===== config.mk =====
export PLATFORM = sky130hd
export DESIGN_NAME = instr_fetch_stage
export DESIGN_NICKNAME = d
export VERILOG_FILES = /design/src/rtl/fetch_pkg.sv /design/src/rtl/fetch_skid_buf.sv /design/src/rtl/instr_fetch_stage.sv
export SDC_FILE = /design/constraint.sdc
export NUM_CORES = 1
export LEC_CHECK = 0
export ABC_AREA = 1
export CAP_MARGIN = 20
export CELL_PAD_IN_SITES_DETAIL_PLACEMENT = 2
export CELL_PAD_IN_SITES_GLOBAL_PLACEMENT = 2
export CORE_UTILIZATION = 34
export CTS_CLUSTER_DIAMETER = 120
export DETAILED_ROUTE_END_ITERATION = 10
export MAX_ROUTING_LAYER = met4
export PLACE_DENSITY = 0.95
export SYNTH_ARGS = -nofsm -noshare
export SYNTH_HDL_FRONTEND = slang
export SYNTH_SLANG_ARGS = --single-unit

===== constraint.sdc =====
create_clock -name clk -period 13.1 [get_ports clk]
set_clock_uncertainty 0.2 [all_clocks]
set_input_delay 2.62 -clock clk [delete_from_list [all_inputs] [get_ports clk]]
set_output_delay 2.62 -clock clk [all_outputs]
set_load 0.03 [all_outputs]

===== src/rtl/fetch_pkg.sv =====
// Shared types and field positions for the instruction fetch stage.
// Contents:
//   tipo_t        : instruction class encoded in instr[31:30]
//   TIPO_MSB, OP_MSB, INM_BIT : field positions inside a 32-bit instruction
//   fetch_state_t : request FSM states
//   fetch_active  : true in the states that drive imem_req
package fetch_pkg;

  typedef enum logic [1:0] {
    TIPO_R = 2'b00,
    TIPO_I = 2'b01,
    TIPO_S = 2'b10,
    TIPO_B = 2'b11
  } tipo_t;

  localparam int TIPO_MSB = 31;
  localparam int OP_MSB   = 29;
  localparam int INM_BIT  = 27;

  typedef enum logic [1:0] {
    IDLE  = 2'd0,
    REQ   = 2'd1,
    DRAIN = 2'd2
  } fetch_state_t;

  // Both REQ and DRAIN keep a request open on the memory port; DRAIN only
  // differs in that the returning word is thrown away.
  function automatic logic fetch_active(input fetch_state_t s);
    return (s == REQ) || (s == DRAIN);
  endfunction

endpackage


===== src/rtl/fetch_skid_buf.sv =====
// One-entry {instr, pc} holding buffer used when IF/ID is stalled while a
// fetched word is arriving.
// Ports:
//   clk, rst   : clock, asynchronous active-high reset (clears full flag)
//   push_i     : capture instr_i/pc_i (only issued while empty)
//   pop_i      : entry consumed by IF/ID
//   clear_i    : discard entry (branch flush); wins over push/pop
//   instr_i/pc_i : word and its address to store
//   full_o     : buffer holds an entry
//   instr_o/pc_o : stored word and address
module fetch_skid_buf #(
  parameter int ADDR_W  = 32,
  parameter int INSTR_W = 32
) (
  input  logic               clk,
  input  logic               rst,
  input  logic               push_i,
  input  logic               pop_i,
  input  logic               clear_i,
  input  logic [INSTR_W-1:0] instr_i,
  input  logic [ADDR_W-1:0]  pc_i,
  output logic               full_o,
  output logic [INSTR_W-1:0] instr_o,
  output logic [ADDR_W-1:0]  pc_o
);

  logic               full_q, full_d;
  logic [INSTR_W-1:0] instr_q;
  logic [ADDR_W-1:0]  pc_q;

  always_comb begin
    full_d = full_q;
    if (clear_i)     full_d = 1'b0;
    else if (push_i) full_d = 1'b1;
    else if (pop_i)  full_d = 1'b0;
  end

  always_ff @(posedge clk or posedge rst) begin
    if (rst) full_q <= 1'b0;
    else     full_q <= full_d;
  end

  // Payload is qualified by full_q, so it needs no reset.
  always_ff @(posedge clk) begin
    if (push_i) begin
      instr_q <= instr_i;
      pc_q    <= pc_i;
    end
  end

  assign full_o  = full_q;
  assign instr_o = instr_q;
  assign pc_o    = pc_q;

endmodule


===== src/rtl/instr_fetch_stage.sv =====
// Fetch stage plus IF/ID register for the 2-bit-tipo core. Owns the PC,
// issues instruction-memory requests and presents one registered
// instruction with its tipo/op/Inm fields split out for the decoder.
// Stall back-pressure is absorbed by a one-entry skid buffer; a taken branch
// flushes IF/ID and the skid and redirects the PC.
// Ports:
//   clk, rst                  : clock, asynchronous active-high reset
//   stall                     : downstream not consuming, hold IF/ID
//   branch_taken/branch_target: flush and redirect fetch
//   imem_req/imem_addr        : request, address held until imem_ready
//   imem_ready/imem_rdata     : request completion and returned word
//   id_valid/id_instr/id_pc   : IF/ID contents
//   id_tipo/id_op/id_inm      : field slices of id_instr
//   perf_fetch_cnt/perf_bubble_cnt : only with FETCH_PERF_CNT_EN defined;
//     words loaded into IF/ID and cycles with empty IF/ID and no stall.
// Build option: `define FETCH_PERF_CNT_EN to add the performance counters.
module instr_fetch_stage
  import fetch_pkg::*;
#(
  parameter int          ADDR_W   = 32,
  parameter int          INSTR_W  = 32,
  parameter int unsigned RESET_PC = 0,
  parameter int unsigned PC_STEP  = 4
) (
  input  logic               clk,
  input  logic               rst,
  input  logic               stall,
  input  logic               branch_taken,
  input  logic [ADDR_W-1:0]  branch_target,
  output logic               imem_req,
  output logic [ADDR_W-1:0]  imem_addr,
  input  logic               imem_ready,
  input  logic [INSTR_W-1:0] imem_rdata,
  output logic               id_valid,
  output logic [INSTR_W-1:0] id_instr,
  output logic [ADDR_W-1:0]  id_pc,
  output logic [1:0]         id_tipo,
  output logic [1:0]         id_op,
  output logic               id_inm
`ifdef FETCH_PERF_CNT_EN
  ,
  output logic [31:0]        perf_fetch_cnt,
  output logic [31:0]        perf_bubble_cnt
`endif
);

  localparam logic [ADDR_W-1:0] RST_PC = ADDR_W'(RESET_PC);
  localparam logic [ADDR_W-1:0] STEP   = ADDR_W'(PC_STEP);

  fetch_state_t       state_q, state_d;
  logic [ADDR_W-1:0]  pc_q, pc_d;
  logic [ADDR_W-1:0]  addr_q, addr_d;
  logic               id_valid_q, id_valid_d;
  logic [INSTR_W-1:0] id_instr_q, id_instr_d;
  logic [ADDR_W-1:0]  id_pc_q, id_pc_d;

  logic               skid_full, skid_full_nxt;
  logic [INSTR_W-1:0] skid_instr;
  logic [ADDR_W-1:0]  skid_pc;

  logic accept;   // word returned for the current pc and kept
  logic id_upd;   // IF/ID may take a new value this edge
  logic push;
  logic pop;
  logic id_load;

  // The skid is only ever filled from REQ, and REQ is only entered with the
  // skid empty, so push and pop never coincide.
  assign accept = (state_q == REQ) && imem_ready && !branch_taken;
  assign id_upd = !stall || !id_valid_q;
  assign push   = accept && !id_upd;
  assign pop    = id_upd && skid_full && !branch_taken;
  assign id_load = !branch_taken && id_upd && (skid_full || accept);

  always_comb begin
    skid_full_nxt = skid_full;
    if (branch_taken) skid_full_nxt = 1'b0;
    else if (push)    skid_full_nxt = 1'b1;
    else if (pop)     skid_full_nxt = 1'b0;
  end

  fetch_skid_buf #(
    .ADDR_W  (ADDR_W),
    .INSTR_W (INSTR_W)
  ) u_skid (
    .clk     (clk),
    .rst     (rst),
    .push_i  (push),
    .pop_i   (pop),
    .clear_i (branch_taken),
    .instr_i (imem_rdata),
    .pc_i    (pc_q),
    .full_o  (skid_full),
    .instr_o (skid_instr),
    .pc_o    (skid_pc)
  );

  // Request FSM and PC.
  always_comb begin
    state_d = state_q;
    pc_d    = pc_q;
    addr_d  = addr_q;
    unique case (state_q)
      IDLE: begin
        if (branch_taken) pc_d = branch_target;
        if (!skid_full_nxt) state_d = REQ;
      end
      REQ: begin
        if (imem_ready) begin
          if (branch_taken) begin
            pc_d    = branch_target;
            state_d = REQ;
          end else begin
            pc_d    = pc_q + STEP;
            state_d = skid_full_nxt ? IDLE : REQ;
          end
        end else if (branch_taken) begin
          pc_d    = branch_target;
          state_d = DRAIN;
        end
      end
      DRAIN: begin
        if (branch_taken) pc_d = branch_target;
        if (imem_ready) state_d = REQ;
      end
      default: state_d = IDLE;
    endcase
    // The address only moves when a new request starts; in DRAIN it stays
    // on the abandoned address while pc already points at the target.
    if (state_d == REQ) addr_d = pc_d;
  end

  // IF/ID register next state.
  always_comb begin
    id_valid_d = id_valid_q;
    id_instr_d = id_instr_q;
    id_pc_d    = id_pc_q;
    if (branch_taken) begin
      id_valid_d = 1'b0;
    end else if (id_upd) begin
      if (skid_full) begin
        id_valid_d = 1'b1;
        id_instr_d = skid_instr;
        id_pc_d    = skid_pc;
      end else if (accept) begin
        id_valid_d = 1'b1;
        id_instr_d = imem_rdata;
        id_pc_d    = pc_q;
      end else begin
        id_valid_d = 1'b0;
      end
    end
  end

  always_ff @(posedge clk or posedge rst) begin
    if (rst) begin
      state_q    <= IDLE;
      pc_q       <= RST_PC;
      addr_q     <= RST_PC;
      id_valid_q <= 1'b0;
      id_instr_q <= '0;
      id_pc_q    <= '0;
    end else begin
      state_q    <= state_d;
      pc_q       <= pc_d;
      addr_q     <= addr_d;
      id_valid_q <= id_valid_d;
      id_instr_q <= id_instr_d;
      id_pc_q    <= id_pc_d;
    end
  end

  assign imem_req  = fetch_active(state_q);
  assign imem_addr = addr_q;
  assign id_valid  = id_valid_q;
  assign id_instr  = id_instr_q;
  assign id_pc     = id_pc_q;
  assign id_tipo   = id_instr_q[TIPO_MSB -: 2];
  assign id_op     = id_instr_q[OP_MSB -: 2];
  assign id_inm    = id_instr_q[INM_BIT];

`ifdef FETCH_PERF_CNT_EN
  logic [31:0] fetch_cnt_q, bubble_cnt_q;

  always_ff @(posedge clk or posedge rst) begin
    if (rst) begin
      fetch_cnt_q  <= '0;
      bubble_cnt_q <= '0;
    end else begin
      if (id_load)               fetch_cnt_q  <= fetch_cnt_q + 32'd1;
      if (!id_valid_q && !stall) bubble_cnt_q <= bubble_cnt_q + 32'd1;
    end
  end

  assign perf_fetch_cnt  = fetch_cnt_q;
  assign perf_bubble_cnt = bubble_cnt_q;
`endif

endmodule


==> results of run 1 <==
[routing by layer]
| metal | up-vias | GRT usage (%) | part of all wire (%) |
|---|---|---|---|
| met4 | 0 | 8.96 | 2.5 |
| li1 | 3635 | - | - |
| met3 | 58 | 3.54 | 3.5 |
| met5 | - | - | 0 |
| met1 | 4136 | 32.4 | 43 |
| met2 | 222 | 44.5 | 51 |
[final cells by class]
type	count	area, um2
inverter	65	250
multi-input combinational	704	3220
tap	335	419
sequential	196	5230
clock buffer	17	425
antenna	1	2.50
timing repair buffer	176	1750
clock inverter	15	178
fill	2773	14500
[worst max-delay path by stage]
stage	startpoint	to	slack, ps	cells past startpoint
finish	branch_taken	id_pc[4]	7460	7
CTS	branch_taken	id_pc[16]	7530	8
detailed placement	branch_taken	u_skid.instr_o[0]	7070	5
floorplan	branch_taken	u_skid.instr_o[0]	6390	6
global placement	branch_taken	u_skid.instr_o[18]	7230	5
global route	branch_taken	id_pc[4]	7300	7
[cell usage after synthesis]
master	count
nor2_1	148
nor3_1	1
nand3_1	50
dfrtp_1	132
a22oi_1	1
nand3_2	1
edfxtp_1	64
inv_1	61
inv_2	4
clkbuf_1	26
nor2_2	5
o211ai_1	14
nand4_1	4
o21ai_1	3
nand2_1	309
a21oi_2	1
a31oi_1	4
o22ai_1	1
a21oi_1	19
nand2_2	5
nor2_4	4
and2_1	1
buf_4	8
a21boi_0	2
or2_2	3
ha_1	5
buf_6	3
nand2_4	1
buf_2	13
nor3b_1	2
o221ai_1	2
buf_1	6
o31ai_1	37
a221oi_1	1
o21ai_0	78
a211oi_1	2
[report_power, final]
group          leakage (nW)  internal, mW  switching [mW]
logic                  2.44         0.456           0.899
clock network         0.291         0.260           0.280
registers              2.23         0.845           0.197
[cell families (layout without fill, tap and decap cells)]
group                      count (synthesis)  after routing  synth area share, %
AOI/OAI and AO/OA                        165            165                 11.0
adders and majority gates                  5              5                0.698
buffers and inverters                    121            273                 5.84
DFF                                      196            196                 58.3
other                                      0              1                    0
and+or+nand+nor                          534            534                 24.2
[stage by stage]
step / area (um2) / instances
after global placement: 10900 / 1476
after global routing: 11500 / 1509
final: 11500 / 1509
after CTS: 11500 / 1508
after floorplan: 8960 / 1021
after detailed placement: 10900 / 1476
[state kept, by name, summed over array words and instances (netlist names)]
signal	cells
id_instr	32
id_pc	32
id_valid	1
imem_addr	32
pc_q	32
state_q	2
u_skid.full_o	1
u_skid.instr_o	32
u_skid.pc_o	32
[critical path: stages]
cell and delay (ps):
clkdlybuf4s50_1 580, inv_2 740, nand2_1 210, nor2_1 180, clkinv_2 390, buf_4 520, o31ai_1 400
[placed cells by master (no fill, tap or decap), drive strengths merged]
master         instances
nand2                315
clkdlybuf4s50        171
nor2                 157
dfrtp                132
o21ai                 81
inv                   72
edfxtp                64
nand3                 51
o31ai                 37
a21oi                 20
clkbuf                17
o211ai                14
clkinv                 7
ha                     5
buf                    5
a31oi                  4
nand4                  4
or2                    3
a211oi                 2
a21boi                 2
o221ai                 2
nor3b                  2
diode                  1
nor3                   1
a221oi                 1
a22oi                  1
o22ai                  1
and2                   1
clkinvlp               1
==> reports/results.ini, run 1 <==
[worst_hold_path]
worstHoldStart=pc_q[0]
holdPathEnd=u_skid.pc_o[0]
whs_path_depth=0
min_path_type=register to register

[cts]
clk_pin_slew_ps=80
ctsLongestPathBuffers=2
hold_buffers=0
post_cts_buffers=0
cts.repair.resized=0
clk_latency_ps=460
cts_made_buffers=17
h-tree-depth=4
root_buffer=clkbuf_16
cts_tree=built
clock-sinks=196

[route]
first_pass_iters=5
vias_per_cell=5.34
drc_errors=0
wl_per_cell_um=22.2
routed-via-count=8051
drt_first_iter_violations=546
wl_um=33500
ant_nets=0

[synth]
synth.area.top_cells=dfrtp_1 (37%), edfxtp_1 (21%), nand2_1 (13%)
synth_nets=1095
yosysUniqueCellTypes=36
avgSynthCellArea_um2=8.78
ys_seq_elements=196
seq_area_frac_synth_pct=58.3
yosys.area.top_type=dfrtp_1
synthCells=1021
netlist_area_um2=8960
synth_top_area_share_pct=36.9
ys_warn_count=0

[floorplan]
pin_count=172
initial_core_util_pct=34.5
die_y_um=164
dieArea_um2=27000
die_x_um=164
rows=59
placeableCoreArea_um2=26000

[setup_path]
crit_fanout=96
reg2reg_depth=7
cp-start-kind=input pin
crit_arrival_ps=5770
reg2reg_from=state_q[0]
critPathRequiredTime_ps=13230
reg2reg_to=imem_addr[16]
end_kind=register
worst-r2r-setup-slack_ps=9620
crit_type=input pin to register

[status]
outcome=finished clean

[placement]
preCtsSetupSlack_ps=7070
numPortBuffers=171
place_congestion=0.859
hpwl_um=22800

[pwr]
leakagePower_nw=4.96
ir_drop_mv=0.0985
total_power_mw=2.94
pwr_density_cell_nw_per_um2=256

[flow_run]
drv_cap=0

[sta]
worst_slack_ps=7460
worst_hold_slack_ps=267
report.final.slew_viol_count=0
timing.fmax_mhz=177
period_needed_ps=5640
hold_violations=0
rsz0062_at_grt=no
slew_headroom_pct=29.5
worst_pin_slew_ps=1050
finalCritPeriodShare_pct=43.0
fin_tns_setup_ps=0
setup_viol=0

[global_route]
grt_usage_pct=26.4
grt_max_degree=97
gr-total-overflow=0
grt_pass1_wl_um=51800
grt_pass1_vias=8969
antenna_found_initial=1

[finish]
final_util_pct=44.1
drive_above_1_share_pct=5.54
nets=1234
syn2layout_area_growth_pct=28.0

(Power assumes the default switching activity.)
==> inputs of run 2 (changes only) <==
Settings changed: CORE_UTILIZATION 34 to 31, PLACE_DENSITY 0.95 to 0.88.
Clock period 13.1 ns to 5.3 ns, I/O delays scaled along.
==> reports/results.ini, run 2 (same netlist as run 1, synthesis figures left out) <==
[pwr]
pwr_density_cell_nw_per_um2=631  ; +150%
ir_drop_mv=0.348  ; +250%
p_int_mw=3.91  ; +150%
total_power_mw=7.34  ; +150%
leakagePower_nw=5.02  ; +1.1%
pwr-share-clk_pct=19.7  ; +1.3 points
combPwrFrac_pct=45.3  ; -0.8 points
p_switching_mw=3.43  ; +150%
seq_power_share_pct=35.0  ; -0.5 points
swShare_pct=46.7  ; -0.098 points

[setup_path]
crit_type=input pin to register
cp-start-kind=input pin
crit_fanout=53  ; -45%
end_kind=register
path_cells=clkdlybuf4s50_1, inv_2, nand2_1, nor2_1, clkinv_2, buf_4, o31ai_1
critPathSlowestCell=clkdlybuf4s50_1
critPathRequiredTime_ps=5440  ; -7790 ps
crit_arrival_ps=3640  ; -2130 ps
cp_slowest_stage_delay_ps=610  ; -130 ps

[global_route]
grt_pass1_vias=8741  ; -2.5%
antenna_found_initial=0  ; -1
grt_usage_pct=23.9  ; -2.5 points
grt_pass1_wl_um=51400  ; -0.71%
gr-total-overflow=0  ; unchanged
grt_max_degree=92  ; -5.2%

[route]
wl_per_cell_um=21.2  ; -4.2%
met1_length_um=14500  ; +0.12%
wl_um=33000  ; -1.3%
routed-via-count=7874  ; -2.2%
dr_wl_met3_um=1760  ; +51%
drc_errors=0  ; unchanged
first_pass_iters=5  ; unchanged
vias_per_cell=5.06  ; -5.2%
top_layer=met4
met2WireLength_um=16300  ; -3.7%
ant_nets=0  ; unchanged
drt_first_iter_violations=455  ; -17%

[sta]
rsz0062_at_grt=no
setup_viol=0  ; unchanged
period_needed_ps=3510
finalCritPeriodShare_pct=66.2
slew_headroom_pct=39.9  ; +10 points
fin_tns_setup_ps=0  ; unchanged
worst_pin_slew_ps=901  ; -153 ps
report.final.slew_viol_count=0  ; unchanged
hold_violations=0  ; unchanged
timing.fmax_mhz=285

[finish]
regArea_um2=5230  ; unchanged
n_antenna_cell=0  ; -1
num-fill-cells=3122  ; +13%
syn2layout_area_growth_pct=29.7
postLayoutCellArea_um2=11600  ; +1.3%
nets=1239  ; +0.41%
final_util_pct=41.4  ; -2.8 points
drive_above_1_share_pct=5.94  ; +0.40 points
multiInputGateArea_um2=3220  ; unchanged
final_cell_mix=nand2_1 (309), clkdlybuf4s50_1 (171), nor2_1 (147)
final_common_cell=nand2_1

[floorplan]
dieArea_um2=29600  ; +9.6%
die_y_um=172  ; +4.7%
initial_core_util_pct=31.9  ; -2.6 points
placeableCoreArea_um2=28100  ; +8.1%
pin_count=172  ; unchanged
rows=61  ; +3.4%
die_x_um=172  ; +4.7%

[cts]
cts_made_buffers=17  ; unchanged
h-tree-depth=4  ; unchanged
cts_tree=built
cts.repair.resized=0  ; unchanged
ctsLongestPathBuffers=2  ; unchanged
clk_latency_ps=460  ; about the same
post_cts_buffers=0  ; unchanged
root_buffer=clkbuf_16
hold_buffers=0  ; unchanged
clock-sinks=196  ; unchanged
clk_pin_slew_ps=90  ; about the same

[status]
outcome=finished clean

[placement]
place_congestion=0.828  ; -3.6%
numPortBuffers=171  ; unchanged
placed_area_um2=10900  ; +0.77%
hpwl_um=22700  ; -0.42%

[worst_hold_path]
min_path_type=register to register

[flow_run]
drv_cap=0  ; unchanged

## run 2: changes by cell type in the layout (fill, tap and decap cells not counted)
cell,previous run,this run
clkinv_4,3,0
inv_16,0,4
diode_2,1,0
buf_4,5,9
buf_6,0,1
clkinv_8,3,4
inv_12,2,3
clkinvlp_4,1,0
inv_8,4,3
inv_6,3,2
## run 2: power by group through the flow
| stage | Sequential (mW) | Combinational, mW | Clock [mW] |
|---|---|---|---|
| after floorplan | 3.09 | 1.34 | 0 |
| after global routing | 2.63 | 3.62 | 1.52 |
| after global placement | 2.54 | 3.15 | 0 |
| after CTS | 2.56 | 3.35 | 1.48 |
| final | 2.57 | 3.32 | 1.45 |
| after detailed placement | 2.58 | 3.30 | 0 |
## run 2: worst max-delay path: cells and delay by family
kind	cells	cell delay (ps)
AO/OA/AOI/OAI	1	310
buffers and inverters	4	1950
AND/OR/NAND/NOR	2	290
## run 2: path summary, 6_finish.rpt
path	start	to	slack, ps	cells past startpoint
max in group asynchronous	rst	id_instr[4]	3030	3
min in group asynchronous	rst	imem_addr[6]	960	2
min reg2reg	pc_q[1]	u_skid.pc_o[1]	260	0
max reg2reg	state_q[1]	id_instr[4]	2090	9
min	pc_q[1]	u_skid.pc_o[1]	260	0
max	branch_taken	id_instr[4]	1790	7
## run 2: metrics by stage
stage | worst slack (ps) | hold slack, ps | std cells
after floorplan | 147 | 225 | 1021
after global placement | 1530 | 226 | 1523
after detailed placement | 1320 | 244 | 1523
after CTS | 1760 | 265 | 1555
after global routing | 1460 | 282 | 1556
final | 1790 | 261 | 1556
## run 2: final cells by class
type / count / area share, %
sequential: 196 / 45.0
multi-input combinational: 704 / 27.7
timing repair buffer: 181 / 15.4
tap: 378 / 4.07
clock buffer: 17 / 3.66
inverter: 65 / 2.15
clock inverter: 15 / 2.03
## run 2: metal layers
| layer | vias up | global-route usage (%) |
|---|---|---|
| li1 | 3639 | - |
| met1 | 4008 | 29.7 |
| met2 | 196 | 39.8 |
| met3 | 31 | 4.42 |
| met4 | 0 | 6.19 |
| met5 | - | - |
==> inputs of run 3 (changes only) <==
Clock period 5.3 ns to 3.25 ns, I/O delays scaled along.
==> reports/results.ini, run 3 (same netlist as run 1, synthesis figures left out) <==
[route]
vias_per_cell=5.02  ; -0.71%
routed-via-count=7868  ; -0.076%
drc_errors=0  ; unchanged
ant_nets=0  ; unchanged
first_pass_iters=4  ; -1
drt_first_iter_violations=571  ; +25%
wl_per_cell_um=20.2  ; -4.7%
wl_um=31700  ; -4.1%

[cts]
cts.repair.resized=0  ; unchanged
cts_tree=built
hold_buffers=0  ; unchanged
cts_made_buffers=17  ; unchanged
clk_pin_slew_ps=90  ; about the same
clock-sinks=196  ; unchanged
clk_latency_ps=450  ; about the same
post_cts_buffers=0  ; unchanged
ctsLongestPathBuffers=2  ; unchanged
root_buffer=clkbuf_16
h-tree-depth=4  ; unchanged

[finish]
drive_above_1_share_pct=6.73  ; +0.79 points
final_common_cell=nand2_1
final_util_pct=41.9  ; +0.56 points
nets=1249  ; +0.81%
final_cell_mix=nand2_1 (309), clkdlybuf4s50_1 (171), nor2_1 (147)
n_antenna_cell=0  ; unchanged
syn2layout_area_growth_pct=31.4
num-fill-cells=3134  ; +0.38%

[pwr]
pwr_density_cell_nw_per_um2=1010  ; +61%
ir_drop_mv=0.365  ; +5.1%
p_switching_mw=5.50  ; +60%
p_int_mw=6.45  ; +65%
combPwrFrac_pct=46.1  ; +0.8 points
leakagePower_nw=5.09  ; +1.4%
pwr-share-clk_pct=19.3  ; -0.4 points
swShare_pct=46.1  ; -0.69 points
seq_power_share_pct=34.6  ; -0.4 points

[sta]
report.final.slew_viol_count=0  ; unchanged
finalCritPeriodShare_pct=86.6
timing.fmax_mhz=356
hold_violations=0  ; unchanged
worst_pin_slew_ps=937  ; +36.6 ps
slew_headroom_pct=37.5  ; -2.4 points
setup_viol=0  ; unchanged
fin_tns_setup_ps=0  ; unchanged
period_needed_ps=2810
rsz0062_at_grt=no

[global_route]
grt_max_degree=129  ; +40%
grt_usage_pct=22.8  ; -1.1 points
grt_pass1_wl_um=49600  ; -3.6%
grt_pass1_vias=8602  ; -1.6%
gr-total-overflow=0  ; unchanged
antenna_found_initial=0  ; unchanged

[setup_path]
end_kind=primary output
crit_type=register to primary output
crit_arrival_ps=1960  ; -1680 ps
critPathRequiredTime_ps=2400  ; -3040 ps
crit_fanout=5  ; -91%
cp-start-kind=register

[placement]
numPortBuffers=171  ; unchanged
place_congestion=0.863  ; +4.3%
hpwl_um=22400  ; -1.5%

[floorplan]
placeableCoreArea_um2=28100  ; unchanged
die_y_um=172  ; unchanged
die_x_um=172  ; unchanged
pin_count=172  ; unchanged
rows=61  ; unchanged
dieArea_um2=29600  ; unchanged
initial_core_util_pct=31.9  ; unchanged

[status]
outcome=finished clean

[worst_hold_path]
min_path_type=register to register

[flow_run]
drv_cap=0  ; unchanged

-- run 3: area by class of cell --
| class | instances | area (um2) | area share, % |
|---|---|---|---|
| Clock buffer | 17 | 425 | 3.61 |
| Clock inverter | 15 | 224 | 1.90 |
| Inverter | 65 | 249 | 2.11 |
| Multi-Input combinational cell | 704 | 3220 | 27.4 |
| Sequential cell | 196 | 5230 | 44.4 |
| Tap cell | 378 | 473 | 4.01 |
| Timing Repair Buffer | 191 | 1960 | 16.7 |
-- run 3: layer usage --
metal | vias to the layer above | share of wire, % | GRT usage (%)
met4 | 0 | 1.3 | 5.77
met1 | 3983 | 46 | 29.2
met3 | 28 | 4.7 | 3.69
li1 | 3658 | - | -
met5 | - | 0 | -
met2 | 199 | 49 | 37.6
-- run 3: critical path, stage by stage, from the launching register on --
cell,delay [ps]
dfrtp_1,450
inv_1,100
ha_1,290
clkdlybuf4s50_1,680
-- run 3: final timing paths --
kind                             from              to  slack, ps  depth (start not counted)
max                        state_q[0]        imem_req        440                          3
max reg2reg                state_q[1]   imem_addr[24]        540                         15
min reg2reg                   pc_q[0]  u_skid.pc_o[0]        260                          0
min in group asynchronous         rst         pc_q[5]        400                          2
min                           pc_q[0]  u_skid.pc_o[0]        260                          0
max in group asynchronous         rst   imem_addr[21]       1780                          3
-- run 3: power groups by stage --
stage                     sequential, mW  clock [mW]  combinational, mW
after floorplan                     5.04           0               2.19
after global placement              4.10           0               5.26
after detailed placement            4.15           0               5.49
after CTS                           4.13        2.36               5.56
after global routing                4.23        2.43               5.99
final                               4.13        2.31               5.51
-- run 3: through the flow --
stage	power, mW	worst slack, ps	cells	hold WS, ps	cell area (um2)
detailed placement	9.64	237	1534	237	11100
finish	12.0	437	1566	262	11800
global placement	9.36	387	1534	226	11100
CTS	12.0	413	1566	258	11800
floorplan	7.23	279	1021	225	8970
global route	12.7	284	1566	266	11800
